### config.mk
export PLATFORM = sky130hd
export DESIGN_NAME = bus_arbiter
export DESIGN_NICKNAME = d
export VERILOG_FILES = /design/src/rtl/bus_arbiter.sv
export SDC_FILE = /design/constraint.sdc
export NUM_CORES = 1
export LEC_CHECK = 0
export CAP_MARGIN = 20
export CORE_AREA = 2 2 109 111
export CTS_CLUSTER_SIZE = 24
export DETAILED_ROUTE_END_ITERATION = 8
export DIE_AREA = 0 0 111 113
export SYNTH_ARGS = -nofsm -noshare
export SYNTH_HDL_FRONTEND = slang
export SYNTH_SLANG_ARGS = --single-unit
### constraint.sdc
create_clock -name clk -period 4.6 [get_ports clk]
set_input_delay 0.92 -clock clk [delete_from_list [all_inputs] [get_ports clk]]
set_output_delay 0.92 -clock clk [all_outputs]
set_load 0.005 [all_outputs]
### src/rtl/bus_arbiter.sv
// Round-robin bus arbiter with a one-cycle dead handover between owners and an owner-selected address/data mux.
// Optional per-tenure burst limit is compiled in with `define BUS_ARB_BURST_LIMIT_EN.
module bus_arbiter #(
  parameter int NUM_MASTERS = 3,
  parameter int ADDR_W      = 32,
  parameter int DATA_W      = 32,
  parameter int MAX_BURST   = 8,
  localparam int OWNER_W    = (NUM_MASTERS > 1) ? $clog2(NUM_MASTERS) : 1
) (
  input  logic                          clk,
  input  logic                          rst,
  input  logic [NUM_MASTERS-1:0]        req_in,
  input  logic [NUM_MASTERS-1:0]        lock_in,
  input  logic [NUM_MASTERS*ADDR_W-1:0] addr_in,
  input  logic [NUM_MASTERS*DATA_W-1:0] wdata_in,
  input  logic [NUM_MASTERS-1:0]        rw_in,
  output logic [NUM_MASTERS-1:0]        grant_out,
  output logic [NUM_MASTERS-1:0]        hold_out,
  output logic [ADDR_W-1:0]             addr_out,
  output logic [DATA_W-1:0]             wdata_out,
  output logic                          rw_out,
  output logic                          valid_out,
  output logic [OWNER_W-1:0]            owner_out,
  output logic                          busy_out
);

  typedef enum logic [1:0] {IDLE, GRANT, HANDOVER} state_t;

  state_t                   state_q, state_d;
  logic [NUM_MASTERS-1:0]   grant_q, grant_d;
  logic [OWNER_W-1:0]       owner_q, owner_d;
  logic [OWNER_W-1:0]       ptr_q, ptr_d;
  logic [OWNER_W-1:0]       winner;
  logic [OWNER_W-1:0]       scan_idx;
  logic                     win_found;
  logic                     any_req;
  logic                     others_req;
  logic                     release_req;
  logic                     burst_force;
  logic [NUM_MASTERS-1:0]   owner_onehot;

  logic [ADDR_W-1:0] addr_arr  [NUM_MASTERS];
  logic [DATA_W-1:0] wdata_arr [NUM_MASTERS];

  for (genvar i = 0; i < NUM_MASTERS; i++) begin : g_unpack
    assign addr_arr[i]  = addr_in[i*ADDR_W +: ADDR_W];
    assign wdata_arr[i] = wdata_in[i*DATA_W +: DATA_W];
  end

  // Round-robin scan starting at ptr; first requester found wins.
  always_comb begin
    winner    = '0;
    win_found = 1'b0;
    scan_idx  = '0;
    for (int k = 0; k < NUM_MASTERS; k++) begin
      scan_idx = OWNER_W'((int'(ptr_q) + k) % NUM_MASTERS);
      if (!win_found && req_in[scan_idx]) begin
        win_found = 1'b1;
        winner    = scan_idx;
      end
    end
  end

  assign any_req      = |req_in;
  assign owner_onehot = NUM_MASTERS'(1) << owner_q;
  assign others_req   = |(req_in & ~owner_onehot);
  assign release_req  = !req_in[owner_q] || (!lock_in[owner_q] && others_req) || burst_force;

`ifdef BUS_ARB_BURST_LIMIT_EN
  localparam int CNT_W = $clog2(MAX_BURST + 1);
  logic [CNT_W-1:0] cnt_q, cnt_d;

  // cnt_q counts cycles already granted this tenure, so MAX_BURST-1 marks the last allowed cycle.
  assign burst_force = (cnt_q >= CNT_W'(MAX_BURST - 1)) && others_req;
`else
  assign burst_force = 1'b0;
`endif

  always_comb begin
    state_d = state_q;
    grant_d = grant_q;
    owner_d = owner_q;
    ptr_d   = ptr_q;
`ifdef BUS_ARB_BURST_LIMIT_EN
    cnt_d   = cnt_q;
`endif
    case (state_q)
      IDLE, HANDOVER: begin
        if (any_req) begin
          state_d = GRANT;
          grant_d = NUM_MASTERS'(1) << winner;
          owner_d = winner;
`ifdef BUS_ARB_BURST_LIMIT_EN
          cnt_d   = '0;
`endif
        end else begin
          state_d = IDLE;
        end
      end
      GRANT: begin
`ifdef BUS_ARB_BURST_LIMIT_EN
        if (cnt_q != CNT_W'(MAX_BURST)) cnt_d = cnt_q + 1'b1;
`endif
        if (release_req) begin
          state_d = HANDOVER;
          grant_d = '0;
          ptr_d   = (owner_q == OWNER_W'(NUM_MASTERS - 1)) ? '0 : owner_q + 1'b1;
        end
      end
      default: state_d = IDLE;
    endcase
  end

  always_ff @(posedge clk) begin
    if (rst) begin
      state_q <= IDLE;
      grant_q <= '0;
      owner_q <= '0;
      ptr_q   <= '0;
`ifdef BUS_ARB_BURST_LIMIT_EN
      cnt_q   <= '0;
`endif
    end else begin
      state_q <= state_d;
      grant_q <= grant_d;
      owner_q <= owner_d;
      ptr_q   <= ptr_d;
`ifdef BUS_ARB_BURST_LIMIT_EN
      cnt_q   <= cnt_d;
`endif
    end
  end

  assign grant_out = grant_q;
  assign owner_out = owner_q;
  assign busy_out  = (state_q != IDLE);
  assign hold_out  = req_in & ~grant_q;
  assign valid_out = (state_q == GRANT) && req_in[owner_q];

  // Bus lines are zeroed outside GRANT so nothing is driven during the dead cycle.
  always_comb begin
    addr_out  = '0;
    wdata_out = '0;
    rw_out    = 1'b0;
    if (state_q == GRANT) begin
      addr_out  = addr_arr[owner_q];
      wdata_out = wdata_arr[owner_q];
      rw_out    = rw_in[owner_q];
    end
  end

endmodule
==> results of run 1 <==
-- sequential cells by signal, summed over array words and instances (netlist names) --
signal,cells
state_q,2
owner_out,2
ptr_q,2
grant_out,3
-- metal layers --
metal  wire length, um  share of wire, %  vias up
li1                  -                 -     1758
met1              4941                41     1587
met2              6290                53      127
met3               635               5.3        7
met4                93              0.78        0
met5                 0                 0        -
-- through the flow --
stage	instance area, um^2	util (%)	setup WS (ps)	instances	hold WS, ps
2_1_floorplan	2255	-	2216	368	504.0
3_3_place_gp	5111	45.34	1143	760	516.4
3_5_place_dp	5111	45.34	1102	760	525.3
4_1_cts	5191	46.05	919.1	764	536.1
5_1_grt	5191	46.05	783.5	764	569.1
6_report	5191	46.05	966.2	764	543.9
-- critical path, cell delays in order, from the launching register on --
cell and delay [ps]:
dfxtp_4 710, buf_4 680, mux2i_1 260, a2bb2oi_1 230, nor2_1 90, clkdlybuf4s50_1 490
-- synthesized netlist by cell type (2+ instances only) --
library cell	number
a21oi_1	71
nand2_1	5
buf_2	11
nor2_1	141
mux2i_1	68
clkbuf_1	13
nor2b_1	4
ha_1	4
buf_1	3
o31ai_4	2
buf_4	5
nand3_1	2
inv_1	5
or2_2	2
nand3b_1	3
nand2b_1	2
o211ai_1	2
dfxtp_1	9
-- kinds of logic after synthesis --
| logic type | after synthesis | synth area share [%] |
|---|---|---|
| adders and majority gates | 4 | 2.220 |
| and+or+nand+nor | 164 | 29.74 |
| buffers and inverters | 37 | 7.603 |
| AOI/OAI and AO/OA | 86 | 22.25 |
| DFF | 9 | 7.991 |
| muxes | 68 | 30.19 |
-- layout make-up --
class | instances | area share [%]
Sequential cell | 9 | 3.567
Tap cell | 143 | 3.447
Clock buffer | 3 | 1.446
Clock inverter | 1 | 0.09641
Multi-Input combinational cell | 322 | 36.85
Inverter | 5 | 0.3615
Timing Repair Buffer | 281 | 54.23
-- power by group through the flow --
stage / logic [uW] / clock network (uW) / registers [uW]
after floorplan: 278 / 0 / 91.6
after global placement: 605 / 0 / 107
after detailed placement: 612 / 0 / 107
after CTS: 615 / 156 / 106
after global routing: 663 / 164 / 108
final: 608 / 154 / 106
-- final timing paths --
check / cells after the start / from / slack [ps] / endpoint
worst max-delay path: 5 / owner_out[1] / 970 / valid_out
worst min-delay path: 2 / grant_out[1] / 540 / grant_out[1]
worst max register to register: 6 / owner_out[1] / 2070 / grant_out[1]
worst min register to register: 2 / grant_out[1] / 540 / grant_out[1]
==> key figures, run 1 <==
Synth
  – Cells after synthesis: roughly 370
  – Mapped cell area: between 2000 and 2500 um^2
  – Top cells by area, synth: mux2i_1 30%, nor2_1 23%, a21oi_1 16%, dfxtp_1 8.0%, buf_2 2.4%
  – Top_reg_cell synth: dfxtp_1
  – Synth cell types: 34
  – Mean area per synthesized cell: 6.127 um^2
  – #FFs+latches synth: 9
  – Post-synth EDFFs: 0
  – Top-area cell type share of the netlist area: a little under a third
  – Syn Nets: 575
  – Area leader, netlist: mux2i_1
  – Synth warnings: 0
  – Fraction of registers with async set/reset: 0%
  – Seq/Total Area, Yosys: 7.991%

Drt
  – Vias: 3,479
  – Routed wire length per instance: 15.65 um
  – Vias per std cell: 4.554
  – Number of routed nets with antenna violations: 0
  – Total routed wirelength: 11,960 um
  – DRT Pass-1 Iters: 4
  – DRC errors left: 0
  – Initial DRC count: roughly 190

GRT
  – Grt met3 use: 2.732%
  – Global Route Usage Sum: between 10% and 20%
  – Met2 Usage GRT: between 30% and 40%
  – First-pass GRT wire length: about 18,000 um
  – Largest net degree at the start of global routing: 74
  – Gr ovfl total: 0
  – Initial antenna violation count: 0
  – Met1 Use GR: a little over a fifth
  – Vias in the first global route: around 3.3k
  – Gr busiest metal: met2

Power and ir drop
  – Net switching fraction of the power: 33.76%
  – Comb power frac: 70.1%
  – Leak Pwr: 0.001920 uW
  – Power per cell area: 167.1 nW/um^2
  – Clock power frac: 17.7%
  – Tot Pwr: 867.5 uW
  – Sequential Power Share: 12.2%
  – Int Power: 574.7 uW
  – Net Switching: 292.9 uW
  – VDD IR max: around 120 uV

Setup path
  – CP max FO: 42
  – Crit Path Class: reg -> out
  – Startpoint Class: flip-flop
  – WP data required: about 3700 ps
  – Critical Path AT: 2710 ps
  – Crit end category: output port

Layout
  – Multi-input gate area: 1913 um^2
  – Layout area overhead: 130.2%
  – Layout net count: 829
  – Sequential cell area: 185.2 um^2
  – Most frequent cells in the layout: 277 x clkdlybuf4s50_1, 141 x nor2_1, 71 x a21oi_1, 68 x mux2i_1, 7 x dfxtp_1
  – # diodes: 0
  – Fillers: 1,134
  – Layout cell share with drive strength beyond 1: 2.899%
  – Commonest non-fill, non-tap cell in the layout: clkdlybuf4s50_1

Worst hold path
  – Worst Hold Class: reg -> reg

STA
  – RSZ-0062 raised after global routing: false
  – Final critical-path share of the clock period: between 70% and 80%
  – Rel. slew slack: 43.77%
  – Worst Skew: roughly 3.0 ps
  – Final setup fails: 0
  – Slew Viols, Final: 0
  – Tmin final: around 3600 ps
  – Final hold viol count: 0
  – F_max: 275.2 MHz
  – Slew @ Worst Pin: roughly 840 ps
  – Fin Setup TNS: 0 ps

Clock network
  – Post-CTS Setup Bufs: 0
  – CTS max path bufs: 2
  – Clock latency at the later pin of the worst-skew pair: approximately 240 ps
  – PostCTS Resize Cnt: 0
  – CTS buffer count: 3
  – Clock-pin slew of the registers on the worst-case setup and hold paths: 40 ps
  – Hold_buf cts: 0
  – CTS sink cnt: 9
  – CTS tree: yes
  – Root Driver: clkbuf_16
  – H-tree depth: 1

Placed design
  – HPWL after DPL: 9265 um
  – Port bufs: 277
  – GP Congestion: 0.8483

Floorplan
  – Placement row count: 39
  – Die height: ~110 um
  – Core Area: about 11,000 um^2
  – Die width: 111 um
  – IO Pins: 278
  – Total Die Area: 12,540 um^2
  – Initial core utilization: between 20 and 25%

Status
  – Status: finished clean

Run
  – # Max-Cap Violations: 0
Power figures use the tool's default switching activity.
==> run 2, diff against run 1 <==
--- a/config.mk
+++ b/config.mk
@@ -6,10 +6,11 @@
 export NUM_CORES = 1
 export LEC_CHECK = 0
 export CAP_MARGIN = 20
-export CORE_AREA = 2 2 109 111
+export CORE_AREA = 2 2 106 108
 export CTS_CLUSTER_SIZE = 24
 export DETAILED_ROUTE_END_ITERATION = 8
-export DIE_AREA = 0 0 111 113
+export DIE_AREA = 0 0 108 110
+export PLACE_DENSITY = 0.67
 export SYNTH_ARGS = -nofsm -noshare
 export SYNTH_HDL_FRONTEND = slang
 export SYNTH_SLANG_ARGS = --single-unit
==> constraint.sdc (replaced) <==
create_clock -name clk -period 3.4 [get_ports clk]
set_input_delay 0.68 -clock clk [delete_from_list [all_inputs] [get_ports clk]]
set_output_delay 0.68 -clock clk [all_outputs]
set_load 0.005 [all_outputs]
==> key figures, run 2 (synthesis gave the netlist of run 1 again) <==
Power and ir drop
  – Power per cell area: 213.7 nW/um^2 (+28%)
  – VDD IR max: 115.0 uV (-4.0%)
  – Leak Pwr: 0.001931 uW (+0.56%)

Layout
  – Commonest non-fill, non-tap cell in the layout: clkdlybuf4s50_1
  – Layout net count: 834 (+0.60%)
  – Layout area overhead: 130.7%
  – Max reg flops: 3 (unchanged)
  – Fillers: 1,060 (-6.5%)
  – Layout cell share with drive strength beyond 1: 3.514% (+0.62 points)
  – # diodes: 0 (unchanged)
  – Finished Core Util: 48.63% (+2.6 points)
  – Most frequent cells in the layout: 277 x clkdlybuf4s50_1, 141 x nor2_1, 71 x a21oi_1, 68 x mux2i_1
  – Post-Layout Cell Count: 766 (+0.26%)

Setup path
  – Buffers & Inverters on Critical Path: 2 (unchanged)
  – WP data required: 2720 ps (-960 ps)
  – Largest stage delay, worst path: 590 ps (-120 ps)
  – R2R setup slack: 1410 ps (-660 ps)
  – CP Cell Sequence: nor2b_4, buf_4, a21oi_1, nor2_1, clkdlybuf4s50_1
  – FF-to-FF End: ptr_q[0]
  – CP max FO: 36 (-14%)
  – Crit end category: output port
  – Critical Path AT: 2240 ps (-470 ps)
  – Cell count along the critical path: 5 (unchanged)
  – Startpoint Class: flip-flop
  – Crit. Startpoint: owner_out[0]
  – Delay-heaviest family, CP: buffers and inverters
  – Crit Path Class: reg -> out
  – R2R cell count: 6 (unchanged)
  – Crit path capture: wdata_out[1]
  – FF-to-FF Start: owner_out[0]
  – Critical path's slowest cell: dfxtp_2

Floorplan
  – IO Pins: 278 (unchanged)
  – Die width: 108 um (-2.7%)
  – Initial core utilization: 21.08% (+1.1 points)
  – Placement row count: 38 (-2.6%)
  – Total Die Area: 11,880 um^2 (-5.3%)
  – Core Area: 10,700 um^2 (-5.1%)
  – Die height: 110 um (-2.7%)

Drt
  – Total routed wirelength: 12,150 um (+1.6%)
  – DRT Pass-1 Iters: 4 (unchanged)
  – Vias per std cell: 4.726 (+3.8%)
  – Initial DRC count: 198 (+4.8%)
  – Number of routed nets with antenna violations: 0 (unchanged)
  – Routed wire length per instance: 15.86 um (+1.3%)
  – DRC errors left: 0 (unchanged)
  – Vias: 3,620 (+4.1%)

Clock network
  – CTS sink cnt: 9 (unchanged)
  – Clock latency at the later pin of the worst-skew pair: 230 ps (about the same)
  – Post-CTS Setup Bufs: 0 (unchanged)
  – Hold_buf cts: 0 (unchanged)
  – Clock-pin slew of the registers on the worst-case setup and hold paths: 40 ps (about the same)
  – CTS max path bufs: 2 (unchanged)
  – PostCTS Resize Cnt: 0 (unchanged)
  – Root Driver: clkbuf_8
  – H-tree depth: 1 (unchanged)
  – CTS tree: yes
  – CTS buffer count: 3 (unchanged)

STA
  – Post-layout worst setup margin: 476.3 ps (-489.9 ps)
  – Rel. slew slack: 63.45% (+20 points)
  – Slew @ Worst Pin: 546.6 ps (-295.0 ps)
  – Worst Skew: 1.617 ps (-1.347 ps)
  – Tmin final: 2924 ps
  – Fin Setup TNS: 0 ps (unchanged)
  – Final setup fails: 0 (unchanged)
  – Slew Viols, Final: 0 (unchanged)
  – Fin Hold WS: 543.3 ps (-0.5690 ps)
  – Final critical-path share of the clock period: 85.99%
  – F_max: 342.0 MHz
  – Final hold viol count: 0 (unchanged)
  – RSZ-0062 raised after global routing: false

Status
  – Status: finished clean

Worst hold path
  – Worst Hold Class: reg -> reg
  – Hold_sp: grant_out[1]

Run
  – # Max-Cap Violations: 0 (unchanged)

GRT
  – Vias in the first global route: 3,469 (+4.0%)
  – Global Route Usage Sum: 18.37% (+0.47 points)
  – Initial antenna violation count: 0 (unchanged)
  – Largest net degree at the start of global routing: 42 (-43%)
  – First-pass GRT wire length: 17,520 um (-5.1%)
  – Gr ovfl total: 0 (unchanged)

Placed design
  – Placed cells: 762 (+0.26%)
  – Port bufs: 277 (unchanged)
  – GP Congestion: 0.8580 (+1.1%)
  – HPWL after DPL: 9585 um (+3.5%)
  – Dpl ws: 496.6 ps (-604.9 ps)
## run 2: cell count changes in the layout (fill, tap and decap cells not counted)
cell	change
buf_4	+4
clkbuf_1	+1
buf_12	+1
clkbuf_16	-3
clkbuf_8	+3
clkinv_2	-1
## run 2: worst min path at each step
| stage | endpoint | depth (start not counted) | slack (ps) |
|---|---|---|---|
| after floorplan | grant_out[1] | 2 | 500 |
| after global placement | grant_out[1] | 2 | 530 |
| after detailed placement | grant_out[1] | 2 | 550 |
| after CTS | grant_out[1] | 2 | 550 |
| after global routing | grant_out[1] | 2 | 580 |
| final | grant_out[1] | 2 | 540 |
## run 2: final cells by class
cell class,instances,area [um^2],area share (%)
clock buffers,4,45.04,0.8658
inverters,5,18.77,0.3608
multi-input cells,322,1913,36.77
flip-flops and latches,9,185.2,3.559
well taps,140,175.2,3.367
repair buffers,286,2865,55.07
## run 2: worst min-delay path: stages (launching register included)
cell      delay (ps)
dfxtp_1          330
nand3b_1          90
o22ai_1           70
## run 2: stage by stage
stage | total power, uW | instance area (um^2)
finish | 1112 | 5202
global route | 1201 | 5202
CTS | 1120 | 5202
detailed placement | 991.8 | 5157
global placement | 977.6 | 5157
floorplan | 500.3 | 2255
## run 2: routing by layer
layer	global-route usage [%]	up-vias	wire length [um]	share of wire [%]
met1	21.22	1660	4770	39
met3	3.939	14	1112	9.2
li1	-	1771	-	-
met5	0	-	0	0
met4	4.029	0	174	1.4
met2	34.64	175	6091	50
## run 2: where the power goes
part / internal (uW) / switching (uW)
clock network: 81.4 / 39.0
logic: 515 / 329
registers: 116 / 30.6
==> run 3, diff against run 2 <==
--- a/config.mk
+++ b/config.mk
@@ -10,7 +10,9 @@
 export CTS_CLUSTER_SIZE = 24
 export DETAILED_ROUTE_END_ITERATION = 8
 export DIE_AREA = 0 0 108 110
+export MAX_ROUTING_LAYER = met4
 export PLACE_DENSITY = 0.67
+export SLEW_MARGIN = 30
 export SYNTH_ARGS = -nofsm -noshare
 export SYNTH_HDL_FRONTEND = slang
 export SYNTH_SLANG_ARGS = --single-unit
==> key figures, run 3 (synthesis gave the netlist of run 1 again) <==
Status
  – Status: finished clean

Worst hold path
  – Hold path endpoint: grant_out[2]
  – Worst Hold Class: reg -> reg
  – Hold_sp: grant_out[2]
  – WHS Path Cells: 2 (unchanged)

Run
  – # Max-Cap Violations: 0 (unchanged)

Power and ir drop
  – Comb power frac: 75.5% (-0.4 points)
  – Sequential Power Share: 13.1% (about the same)
  – Clock power frac: 11.4% (+0.6 points)
  – Net Switching: 397.4 uW (-0.23%)
  – Int Power: 709.6 uW (-0.51%)
  – Power per cell area: 213.6 nW/um^2 (about the same)
  – Leak Pwr: 0.001923 uW (-0.45%)
  – VDD IR max: 121.8 uV (+5.9%)
  – Net switching fraction of the power: 35.90% (+0.066 points)
  – Tot Pwr: 1107 uW (-0.41%)

Clock network
  – Clock latency at the later pin of the worst-skew pair: 240 ps (about the same)
  – H-tree depth: 1 (unchanged)
  – CTS max path bufs: 2 (unchanged)
  – Post-CTS Setup Bufs: 0 (unchanged)
  – CTS sink cnt: 9 (unchanged)
  – Hold_buf cts: 0 (unchanged)
  – PostCTS Resize Cnt: 0 (unchanged)
  – Clock-pin slew of the registers on the worst-case setup and hold paths: 40 ps (about the same)
  – CTS buffer count: 3 (unchanged)
  – Root Driver: clkbuf_8
  – CTS tree: yes

Placed design
  – Post-DP Area: 5137 um^2 (-0.39%)
  – Port bufs: 277 (unchanged)
  – HPWL after DPL: 9367 um (-2.3%)
  – Placed cells: 761 (-0.13%)
  – GP Congestion: 0.8796 (+2.5%)

Setup path
  – WP data required: 2720 ps (about the same)
  – Startpoint Class: flip-flop
  – Crit end category: output port
  – Crit Path Class: reg -> out
  – Critical Path AT: 2350 ps (+110 ps)
  – CP max FO: 33 (-8.3%)
  – Crit. Startpoint: owner_out[1]
  – FF-to-FF Start: owner_out[0]
  – R2R cell count: 6 (unchanged)
  – R2R setup slack: 1410 ps (about the same)
  – FF-to-FF End: grant_out[2]

Drt
  – DRT Pass-1 Iters: 7 (+3)
  – Number of routed nets with antenna violations: 0 (unchanged)
  – Initial DRC count: 290 (+46%)
  – Total routed wirelength: 11,890 um (-2.1%)
  – Vias per std cell: 4.633 (-2.0%)
  – Vias: 3,544 (-2.1%)
  – Routed wire length per instance: 15.54 um (-2.0%)
  – DRC errors left: 0 (unchanged)

Floorplan
  – Initial core utilization: 21.08% (unchanged)
  – IO Pins: 278 (unchanged)
  – Core Area: 10,700 um^2 (unchanged)
  – Die width: 108 um (unchanged)
  – Placement row count: 38 (unchanged)
  – Total Die Area: 11,880 um^2 (unchanged)
  – Die height: 110 um (unchanged)

Layout
  – Sequential cell area: 185.2 um^2 (unchanged)
  – Final Instance Area: 5182 um^2 (-0.38%)
  – # diodes: 0 (unchanged)
  – Layout area overhead: 129.9%
  – Max reg flops: 3 (unchanged)
  – Most frequent cells in the layout: 277 x clkdlybuf4s50_1, 141 x nor2_1, 71 x a21oi_1, 68 x mux2i_1
  – Layout cell share with drive strength beyond 1: 3.360% (-0.15 points)
  – Post-Layout Cell Count: 765 (-0.13%)
  – Multi-input gate area: 1913 um^2 (unchanged)
  – Fillers: 1,067 (+0.66%)
  – Commonest non-fill, non-tap cell in the layout: clkdlybuf4s50_1
  – Layout net count: 833 (-0.12%)

GRT
  – First-pass GRT wire length: 17,420 um (-0.55%)
  – Initial antenna violation count: 0 (unchanged)
  – Gr busiest metal: met2
  – Gr ovfl total: 0 (unchanged)
  – Met2 Usage GRT: 33.96% (-0.67 points)
  – Vias in the first global route: 3,455 (-0.40%)
  – Met1 Use GR: 21.19% (-0.035 points)
  – Grt met3 use: 3.762% (-0.18 points)
  – Global Route Usage Sum: 18.61% (+0.24 points)
  – Largest net degree at the start of global routing: 74 (+76%)

STA
  – RSZ-0062 raised after global routing: false
  – Slew Viols, Final: 0 (unchanged)
  – Worst Skew: 0.8198 ps (-0.7971 ps)
  – Final critical-path share of the clock period: 89.18% (+3.2 points)
  – Fin Hold WS: 544.5 ps (+1.152 ps)
  – Fin Setup TNS: 0 ps (unchanged)
  – Final setup fails: 0 (unchanged)
  – Slew @ Worst Pin: 793.3 ps (+246.7 ps)
  – Final hold viol count: 0 (unchanged)
  – F_max: 329.8 MHz (-3.6%)
  – Tmin final: 3032 ps (+108.5 ps)
  – Rel. slew slack: 47.12% (-16 points)
## run 3: layer usage
metal / vias up / part of all wire [%]
li1: 1769 / -
met1: 1593 / 40
met2: 167 / 50
met3: 15 / 8.3
met4: 0 / 1.7
met5: - / 0
## run 3: worst max-delay path by stage
stage	to
after floorplan	addr_out[22]
after global placement	valid_out
after detailed placement	valid_out
after CTS	wdata_out[19]
after global routing	wdata_out[19]
final	wdata_out[19]
## run 3: critical path: stages, from the launching register on
cell             delay [ps]
dfxtp_4                 730
buf_4                   380
mux2i_1                 220
nor2_1                   50
a21oi_1                 200
nor2_1                   60
clkdlybuf4s50_1         460
## run 3: cell type report
cell class,count,area share [%]
Timing Repair Buffer,285,54.90
Multi-Input combinational cell,322,36.91
Sequential cell,9,3.573
Tap cell,140,3.380
Clock buffer,4,0.8691
Inverter,5,0.3621
## run 3: power groups by stage
stage	Clock, uW	Combinational (uW)	Sequential, uW
floorplan	0	376	124
global placement	0	828	146
detailed placement	0	839	147
CTS	128	843	145
global route	135	911	148
finish	127	836	144
## run 3: through the flow
step,setup slack (ps),util (%)
after floorplan,1416,-
after global placement,522.7,48.02
after detailed placement,535.6,48.02
after CTS,356.7,48.44
after global routing,249.9,48.44
final,367.8,48.44
